File: config.mk
export PLATFORM = sky130hd
export DESIGN_NAME = register_bank
export DESIGN_NICKNAME = d
export VERILOG_FILES = /design/src/rtl/registers_pkg.sv /design/src/rtl/register_incdec.sv /design/src/rtl/register_bank.sv
export SDC_FILE = /design/constraint.sdc
export NUM_CORES = 2
export LEC_CHECK = 0
export CORE_UTILIZATION = 55
export CTS_BUF_LIST = sky130_fd_sc_hd__clkbuf_8
export CTS_CLUSTER_DIAMETER = 40
export DETAILED_ROUTE_END_ITERATION = 7
export PLACE_DENSITY = 0.74
export SETUP_SLACK_MARGIN = 0.2
export SLEW_MARGIN = 5
export SYNTH_ARGS = -nofsm -noshare
export SYNTH_HDL_FRONTEND = slang
export SYNTH_HIERARCHICAL = 1
export SYNTH_SLANG_ARGS = --single-unit
File: constraint.sdc
create_clock -name clock -period 4.45 [get_ports clock]
set_input_delay 0.89 -clock clock [delete_from_list [all_inputs] [get_ports clock]]
set_output_delay 0.89 -clock clock [all_outputs]
set_load 0.01 [all_outputs]
File: src/rtl/registers_pkg.sv
// Shared types for the register bank: register/index types, inc/dec step encoding
// and the helper that turns a step select into its numeric step.
package registers_pkg;

    localparam int DEFAULT_DATA_WIDTH  = 32;
    localparam int DEFAULT_NUM_REGS    = 16;
    localparam int DEFAULT_INDEX_WIDTH = $clog2(DEFAULT_NUM_REGS);

    typedef logic [DEFAULT_DATA_WIDTH-1:0]  t_reg;
    typedef logic [DEFAULT_INDEX_WIDTH-1:0] t_reg_index;

    typedef enum logic [1:0] {
        BYTE     = 2'b00,
        WORD     = 2'b01,
        LONG     = 2'b10,
        RESERVED = 2'b11
    } t_incdec_size;

    // RESERVED maps to a zero step; callers also treat it as "no operation".
    function automatic logic [2:0] incdec_step(input t_incdec_size size);
        logic [2:0] step;
        case (size)
            BYTE:    step = 3'd1;
            WORD:    step = 3'd2;
            LONG:    step = 3'd4;
            default: step = 3'd0;
        endcase
        return step;
    endfunction

endpackage

File: src/rtl/register_incdec.sv
// Combinational increment/decrement of one register value with carry/borrow flag.
// active is high only when exactly one of inc/dec is set and the size is not reserved.
module register_incdec
    import registers_pkg::*;
#(
    parameter int DATA_WIDTH = 32
) (
    input  logic [DATA_WIDTH-1:0] value,
    input  logic                  inc,
    input  logic                  dec,
    input  t_incdec_size          size,
    output logic [DATA_WIDTH-1:0] next_value,
    output logic                  wrap,
    output logic                  active
);

    localparam int EXT_W = DATA_WIDTH + 1;

    logic [EXT_W-1:0] ext_value;
    logic [EXT_W-1:0] ext_step;
    logic [EXT_W-1:0] result;

    // One extra bit catches the carry out of an inc and the borrow of a dec alike.
    always_comb begin
        ext_value = {1'b0, value};
        ext_step  = EXT_W'(incdec_step(size));
        active    = (inc ^ dec) && (size != RESERVED);
        result    = ext_value;
        if (active) begin
            if (inc) begin
                result = ext_value + ext_step;
            end else begin
                result = ext_value - ext_step;
            end
        end
        next_value = result[DATA_WIDTH-1:0];
        wrap       = result[DATA_WIDTH];
    end

endmodule

File: src/rtl/register_bank.sv
// Register bank with one write/clear port, one inc/dec port and three combinational reads.
// Define REGISTER_BANK_BYPASS_EN to forward same-cycle write data to the read ports.
module register_bank
    import registers_pkg::*;
#(
    parameter int DATA_WIDTH  = 32,
    parameter int NUM_REGS    = 16,
    parameter int INDEX_WIDTH = $clog2(NUM_REGS),
    parameter int ZERO_R0     = 0
) (
    input  logic                   clock,
    input  logic                   reset,
    input  logic                   clear,
    input  logic                   write,
    input  logic [INDEX_WIDTH-1:0] write_index,
    input  logic [DATA_WIDTH-1:0]  write_data,
    input  logic                   inc,
    input  logic                   dec,
    input  logic [INDEX_WIDTH-1:0] incdec_index,
    input  logic [1:0]             incdec_size,
    input  logic [INDEX_WIDTH-1:0] read_reg1_index,
    input  logic [INDEX_WIDTH-1:0] read_reg2_index,
    input  logic [INDEX_WIDTH-1:0] read_reg3_index,
    output logic [DATA_WIDTH-1:0]  read_reg1_data,
    output logic [DATA_WIDTH-1:0]  read_reg2_data,
    output logic [DATA_WIDTH-1:0]  read_reg3_data,
    output logic                   incdec_wrap
);

    logic [DATA_WIDTH-1:0] regs [NUM_REGS];

    logic                  wc_en;
    logic [DATA_WIDTH-1:0] wc_value;
    logic [DATA_WIDTH-1:0] incdec_value;
    logic [DATA_WIDTH-1:0] incdec_next;
    logic                  incdec_carry;
    logic                  incdec_active;
    logic                  incdec_commit;

    function automatic logic is_r0_locked(input logic [INDEX_WIDTH-1:0] idx);
        return (ZERO_R0 != 0) && (idx == '0);
    endfunction

    function automatic logic [DATA_WIDTH-1:0] read_port(input logic [INDEX_WIDTH-1:0] idx);
        logic [DATA_WIDTH-1:0] v;
`ifdef REGISTER_BANK_BYPASS_EN
        if (write && (idx == write_index)) begin
            v = wc_value;
        end else begin
            v = regs[idx];
        end
`else
        v = regs[idx];
`endif
        if (is_r0_locked(idx)) begin
            v = '0;
        end
        return v;
    endfunction

    // clear wins over write, so the write path only ever carries zero or write_data.
    always_comb begin
        wc_en        = clear | write;
        wc_value     = clear ? '0 : write_data;
        incdec_value = regs[incdec_index];
    end

    register_incdec #(
        .DATA_WIDTH(DATA_WIDTH)
    ) u_incdec (
        .value      (incdec_value),
        .inc        (inc),
        .dec        (dec),
        .size       (t_incdec_size'(incdec_size)),
        .next_value (incdec_next),
        .wrap       (incdec_carry),
        .active     (incdec_active)
    );

    // An inc/dec colliding with a write/clear on the same index is dropped entirely.
    always_comb begin
        incdec_commit = incdec_active
                        && !(wc_en && (write_index == incdec_index))
                        && !is_r0_locked(incdec_index);
    end

    always_ff @(posedge clock or negedge reset) begin
        if (!reset) begin
            for (int i = 0; i < NUM_REGS; i++) begin
                regs[i] <= '0;
            end
            incdec_wrap <= 1'b0;
        end else begin
            if (wc_en && !is_r0_locked(write_index)) begin
                regs[write_index] <= wc_value;
            end
            if (incdec_commit) begin
                regs[incdec_index] <= incdec_next;
            end
            incdec_wrap <= incdec_commit && incdec_carry;
        end
    end

    always_comb begin
        read_reg1_data = read_port(read_reg1_index);
        read_reg2_data = read_port(read_reg2_index);
        read_reg3_data = read_port(read_reg3_index);
    end

endmodule
* Word-level counts from Yosys, hierarchy flattened
Cells that the tools add are included.
** Word-level totals
- Output and inout port bits :: 97
- Input port bits :: 60
- Register bits :: 513
- Logic and storage cells :: 69
** Operators by class
- Bitwise gates (word level) :: 7
- Add/sub/neg operators :: 2
- Eq/ne operators :: 4
- Mux-type cells :: 24
- $lt $le $gt $ge :: 7
- Reductions and logical operators :: 8
** Operators with widths (count)
- 512-bit bitwise mux :: 2
- 512-bit two-way mux :: 2
- 32-bit binary-select mux with 4-bit select :: 4
- 32-bit two-way mux :: 11
- 32-bit demux with 4-bit select :: 2
- 33-bit two-way mux :: 2
- 32-bit by 3-bit adder with 33-bit output :: 1
- 32-bit by 3-bit subtractor with 33-bit output :: 1
- 5-bit >= comparator, second input constant :: 5
- 4-bit inverter with 5-bit output :: 5
- 5-bit by 1-bit less-than comparator with 1-bit output, second input constant :: 2
- 3-bit case mux with 3 select lines :: 1
- 1-bit logical AND :: 6
- 4-bit == test :: 1
- 2-bit by 1-bit == test with 1-bit output, second input constant :: 1
- 2-bit == test, second input constant :: 1
- 2-bit logical NOT :: 1
- 2-bit inequality test, second input constant :: 1
- 1-bit logical NOT :: 1
- 1-bit OR :: 1
- 1-bit bitwise XOR :: 1

* Longest topological paths before layout
- Depth in word-level cells :: 9
- Gate-level depth with buffers :: 17
- Gate-level depth less buffers :: 13

* Modules after synthesis
The synthesis kept the hierarchy.
** Modules (own cells, without submodules)
- register_bank :: instances 1, sequential area each 12837.3 µm², area each 40465.1 µm², cells an instance 2877
- register_incdec :: instances 1, sequential area each 0.0 µm², area each 2328.5 µm², cells an instance 369

* Least setup slack after synthesis
Ideal clock, no wire load.
- Path kind :: in2reg
- From :: input incdec_index[0]
- To :: register regs[214] (netlist bit)
- Library setup time :: 65 ps
- Required time :: 4385 ps
- Stages on the path :: 17
- Path slack :: -588 ps
- Path buffers :: 4
- Data arrival time :: 4973 ps
- Path through :: clkbuf_1 > clkbuf_1 > buf_2 > mux4_2 > a22oi_1 > nand2_1 > ha_1 > fa_1 > a21oi_1 > o221ai_1 > a31oi_1 > o31ai_1 > a21oi_1 > xnor2_1 > o21ai_0 > clkbuf_1 > mux2_2
** On the way
- Longest elaborated chain between the ends :: 9
- Elaborated cells between the ends (all ways) :: 19
- Those cells by class :: 2 x add/sub; 2 x order compare; 1 x eq/ne; 9 x mux; 1 x bitwise; 4 x reduce/logical
** Ends and longest elaborated chain
- start, declared :: RTL line register_bank.sv:19 : input logic [INDEX_WIDTH-1:0] incdec_index,
- 4-bit inverter with 5-bit output (implied by the code) (*) :: RTL line register_bank.sv:65 : incdec_value = regs[incdec_index];
- 32-bit binary-select mux with 4-bit select (*) :: RTL line register_bank.sv:65
- 32-bit two-way mux (implied by the code) (*) (2 in series) :: RTL line register_bank.sv:65
- net incdec_value[0] :: RTL line register_bank.sv:34 : logic [DATA_WIDTH-1:0] incdec_value;
- 32-bit by 3-bit subtractor with 33-bit output / 32-bit by 3-bit adder with 33-bit output (equally long branches) :: RTL line register_incdec.sv:33, register_incdec.sv:31
- 33-bit two-way mux (*) :: RTL line register_incdec.sv:30 : if (inc) begin
- 33-bit two-way mux (*) :: RTL line register_incdec.sv:29 : if (active) begin
- net incdec_next[22] :: RTL line register_bank.sv:35 : logic [DATA_WIDTH-1:0] incdec_next;
- 512-bit bitwise mux (*) :: RTL line register_bank.sv:98 : regs[incdec_index] <= incdec_next;
- 512-bit two-way mux (*) :: RTL line register_bank.sv:97 : if (incdec_commit) begin
- end signal, assigned by index :: RTL line register_bank.sv:95 : regs[write_index] <= wc_value;
- end signal, assigned by index :: RTL line register_bank.sv:98
- end, declared :: RTL line register_bank.sv:30 : logic [DATA_WIDTH-1:0] regs [NUM_REGS];
The timed path passes the listed nets; every way through them passes the cells marked *. The select of a mux whose other input is x is not followed.

* Worst setup path after layout
- From :: input incdec_index[0]
- To :: register regs[145] (netlist bit)
** On the way
- Longest elaborated chain between the ends :: 9
- Elaborated cells between the ends (all ways) :: 19
- Those cells by class :: 2 x add/sub; 2 x order compare; 1 x eq/ne; 9 x mux; 1 x bitwise; 4 x reduce/logical
** Ends and longest elaborated chain (RTL line)
- 4-bit inverter with 5-bit output (implied by the code) (*) :: register_bank.sv:65
- 32-bit binary-select mux with 4-bit select (*) :: register_bank.sv:65
- 32-bit two-way mux (implied by the code) (*) (2 in series) :: register_bank.sv:65
- net incdec_value[7] :: register_bank.sv:34
- 32-bit by 3-bit subtractor with 33-bit output / 32-bit by 3-bit adder with 33-bit output (equally long branches) :: register_incdec.sv:33, register_incdec.sv:31
- 33-bit two-way mux (*) :: register_incdec.sv:30
- 33-bit two-way mux (*) :: register_incdec.sv:29
- 512-bit bitwise mux (*) :: register_bank.sv:98
- 512-bit two-way mux (*) :: register_bank.sv:97
Marks and branches as above.

==> impl_metrics.env <==
export IMPL_slew_headroom_pct=14.9
export IMPL_syn2layout_area_growth_pct=18.4
export IMPL_gr_total_overflow=0
export IMPL_yosysTopAreaCell="dfrtp_1"
export IMPL_leakage_uw=0.0215
export IMPL_post_route_drc_count=0
export IMPL_synth_avg_cell_area_um2=13.2
export IMPL_dp_slack_ps=-523
export IMPL_ys_seq_elements=513
export IMPL_ys_seq_area_share_pct=30.0
export IMPL_finalHoldViolCount=0
export IMPL_synth_area_top_cells="dfrtp_1 30%, mux4_2 27%, mux2_2 23%"
export IMPL_endpoint_kind="register"
export IMPL_required_ps=5090
export IMPL_synthSimpleGateAreaFrac_pct=3.76
export IMPL_setup_viol=0
export IMPL_start_kind="primary input"
export IMPL_grt_pass1_wl_um=235000
export IMPL_grt_max_degree=93
export IMPL_setup_slack_ps=247
export IMPL_synth_cell_types=63
export IMPL_fin_nets=3576
export IMPL_io_pins=157
export IMPL_grt_pass1_vias=35600
export IMPL_hp_class="primary input to asynchronous set/reset pin"
export IMPL_antenna_left=0
export IMPL_period_share_pct=94.4
export IMPL_synth_adder_area_share_pct=0.982
export IMPL_synth_cells=3246
export IMPL_synth_top_family_by_area="multiplexers"
export IMPL_die_x_um=281
export IMPL_netlist_area_um2=42800
export IMPL_cts_root_buf="clkbuf_8"
export IMPL_clock_skew_ps=30.0
export IMPL_synth_mux_area_share_pct=54.0
export IMPL_h_tree_depth=3
export IMPL_core_um2=76500
export IMPL_die_area_um2=78900
export IMPL_routed_via_density=7.62
export IMPL_synth_edff_count=0
export IMPL_gr_usage_all_layers_pct=41.0
export IMPL_clock_sinks=513
export IMPL_drive_above_1_share_pct=55.7
export IMPL_synth_commonest_cells="869 x mux2_2, 513 x dfrtp_1, 512 x mux4_2"
export IMPL_synth_xor_area_share_pct=0.594
export IMPL_worstMarginPinSlew_ps=1270
export IMPL_clkTransAtPathRegs_ps=60
export IMPL_dp_hpwl_um=100000
export IMPL_critPathArrivalTime_ps=4850
export IMPL_dr_pass1_iters=5
export IMPL_clock_latency_ps=770
export IMPL_ff2ff_setup_slack_ps=510
export IMPL_yosysTopAreaCellShare_pct=30.0
export IMPL_ctsHoldBuffers=0
export IMPL_clockBufferDepth=3
export IMPL_status="completed"
export IMPL_row_count=101
export IMPL_fin_crit_ps=4200
export IMPL_routedWlPerCell_um=34.9
export IMPL_yosysMostFrequentCell="mux2_2"
export IMPL_cts_made_buffers=103
export IMPL_start_util_pct=56.0
export IMPL_cts_tree="done"
export IMPL_ys_async_sr_fraction_pct=100
export IMPL_yosys_warnings=6
export IMPL_power_density_nw_per_um2=510
export IMPL_rsz0062_at_grt="true"
export IMPL_fmax_mhz=238
export IMPL_cp_max_fo=17
export IMPL_cap_violations=0
export IMPL_synth_compound_area_share_pct=6.97
export IMPL_slew_viol_final=0
export IMPL_routed_wl_um=161000
export IMPL_synth_nets=3339
export IMPL_io_buffer_count=156
export IMPL_synthFlopType="dfrtp_1"
export IMPL_critPathKind="primary input to register"
export IMPL_fin_util_pct=66.3
export IMPL_vias=35000
export IMPL_gp_congestion=0.979
export IMPL_vdd_drop_max_uv=296
export IMPL_antenna_found_initial=4
export IMPL_die_h_um=281
export IMPL_first_iter_violations=5657
## worst paths after layout
| path | start | to | depth (start not counted) |
|---|---|---|---|
| max | incdec_index[0] | regs[145]$_DFF_PN0_ | 16 |
| min reg2reg | regs[179]$_DFF_PN0_ | regs[179]$_DFF_PN0_ | 2 |
| min in group clock | regs[179]$_DFF_PN0_ | regs[179]$_DFF_PN0_ | 2 |
| max in group asynchronous | reset | regs[80]$_DFF_PN0_ | 2 |
| min | reset | regs[291]$_DFF_PN0_ | 1 |
| max reg2reg | regs[291]$_DFF_PN0_ | regs[145]$_DFF_PN0_ | 12 |
## metrics by stage
stage	std cells	TNS [ps]	hold slack, ps	power (µW)	area [µm²]
2_1_floorplan	3246	-13.5	594	15600	43200
3_3_place_gp	4405	-112120	626	18900	48100
3_5_place_dp	4405	-109530	673	19600	48100
4_1_cts	4590	0	187	25400	50500
5_1_grt	4595	0	223	26800	50700
6_report	4596	0	177	25800	50700
## critical path, stage by stage
cell      delay, ps
buf_8           260
buf_12          230
buf_4           140
mux4_2          540
a22oi_1         150
nand2_1         140
ha_1            480
nand2_1         140
o21bai_1        200
a221oi_2         90
buf_4           140
a21o_1          190
a21oi_1         210
mux2i_2         390
o311ai_2        290
mux2_2          330
## kinds of logic (layout without fill, tap and decap cells)
logic type      count (synthesis)  in the layout
fa+ha+maj                      33             33
compound gates                410            412
other cells                     0              3
buf+inv                       377            692
mux                          1541           1541
simple gates                  343            343
flops                         513            513
xor+xnor                       29             29
## final cells by class
cell class              count  area (µm²)
diodes                      3        7.51
clock buffers             124        1710
clock inverters            61         702
fillers                  5351       25800
inverters                  11        41.3
multi-input cells        2358       28900
flip-flops and latches    513       12800
well taps                1030        1290
repair buffers            496        5150
## state kept, by name, indices dropped and copies added (netlist names)
signal and flops:
regs 512, incdec_wrap 1
## layer usage
layer  share of wire [%]  wire [µm]  global-route usage [%]
met5               0.027         43                       0
met4                 6.8      11000                    25.7
met3                  14      22800                    12.9
met2                  44      70700                    59.9
met1                  35      56000                    52.9
## where the power goes
| part | leakage, µW | internal (µW) | switching [µW] |
|---|---|---|---|
| sequential | 0.00663 | 6280 | 2120 |
| combinational | 0.0136 | 6870 | 4770 |
| clock | 0.00131 | 3450 | 2330 |
## layout by cell type (no fill, tap or decap), types with 29 or more instances in the layout
| master | count |
|---|---|
| clkdlybuf4s50_1 | 144 |
| dfrtp_1 | 513 |
| buf_12 | 81 |
| a21oi_1 | 32 |
| inv_1 | 33 |
| nor2b_1 | 32 |
| mux2_2 | 869 |
| clkbuf_8 | 127 |
| buf_4 | 259 |
| a22oi_1 | 256 |
| nand2_1 | 196 |
| mux2_1 | 147 |
| mux4_2 | 512 |
| ha_1 | 29 |
## timing repair
action / 4_1_cts / 5_1_grt
setup buffers: 0 / 1
gates resized for setup: 0 / 19
endpoints found under the setup margin: 0 / 170
(Power assumes the default switching activity.)
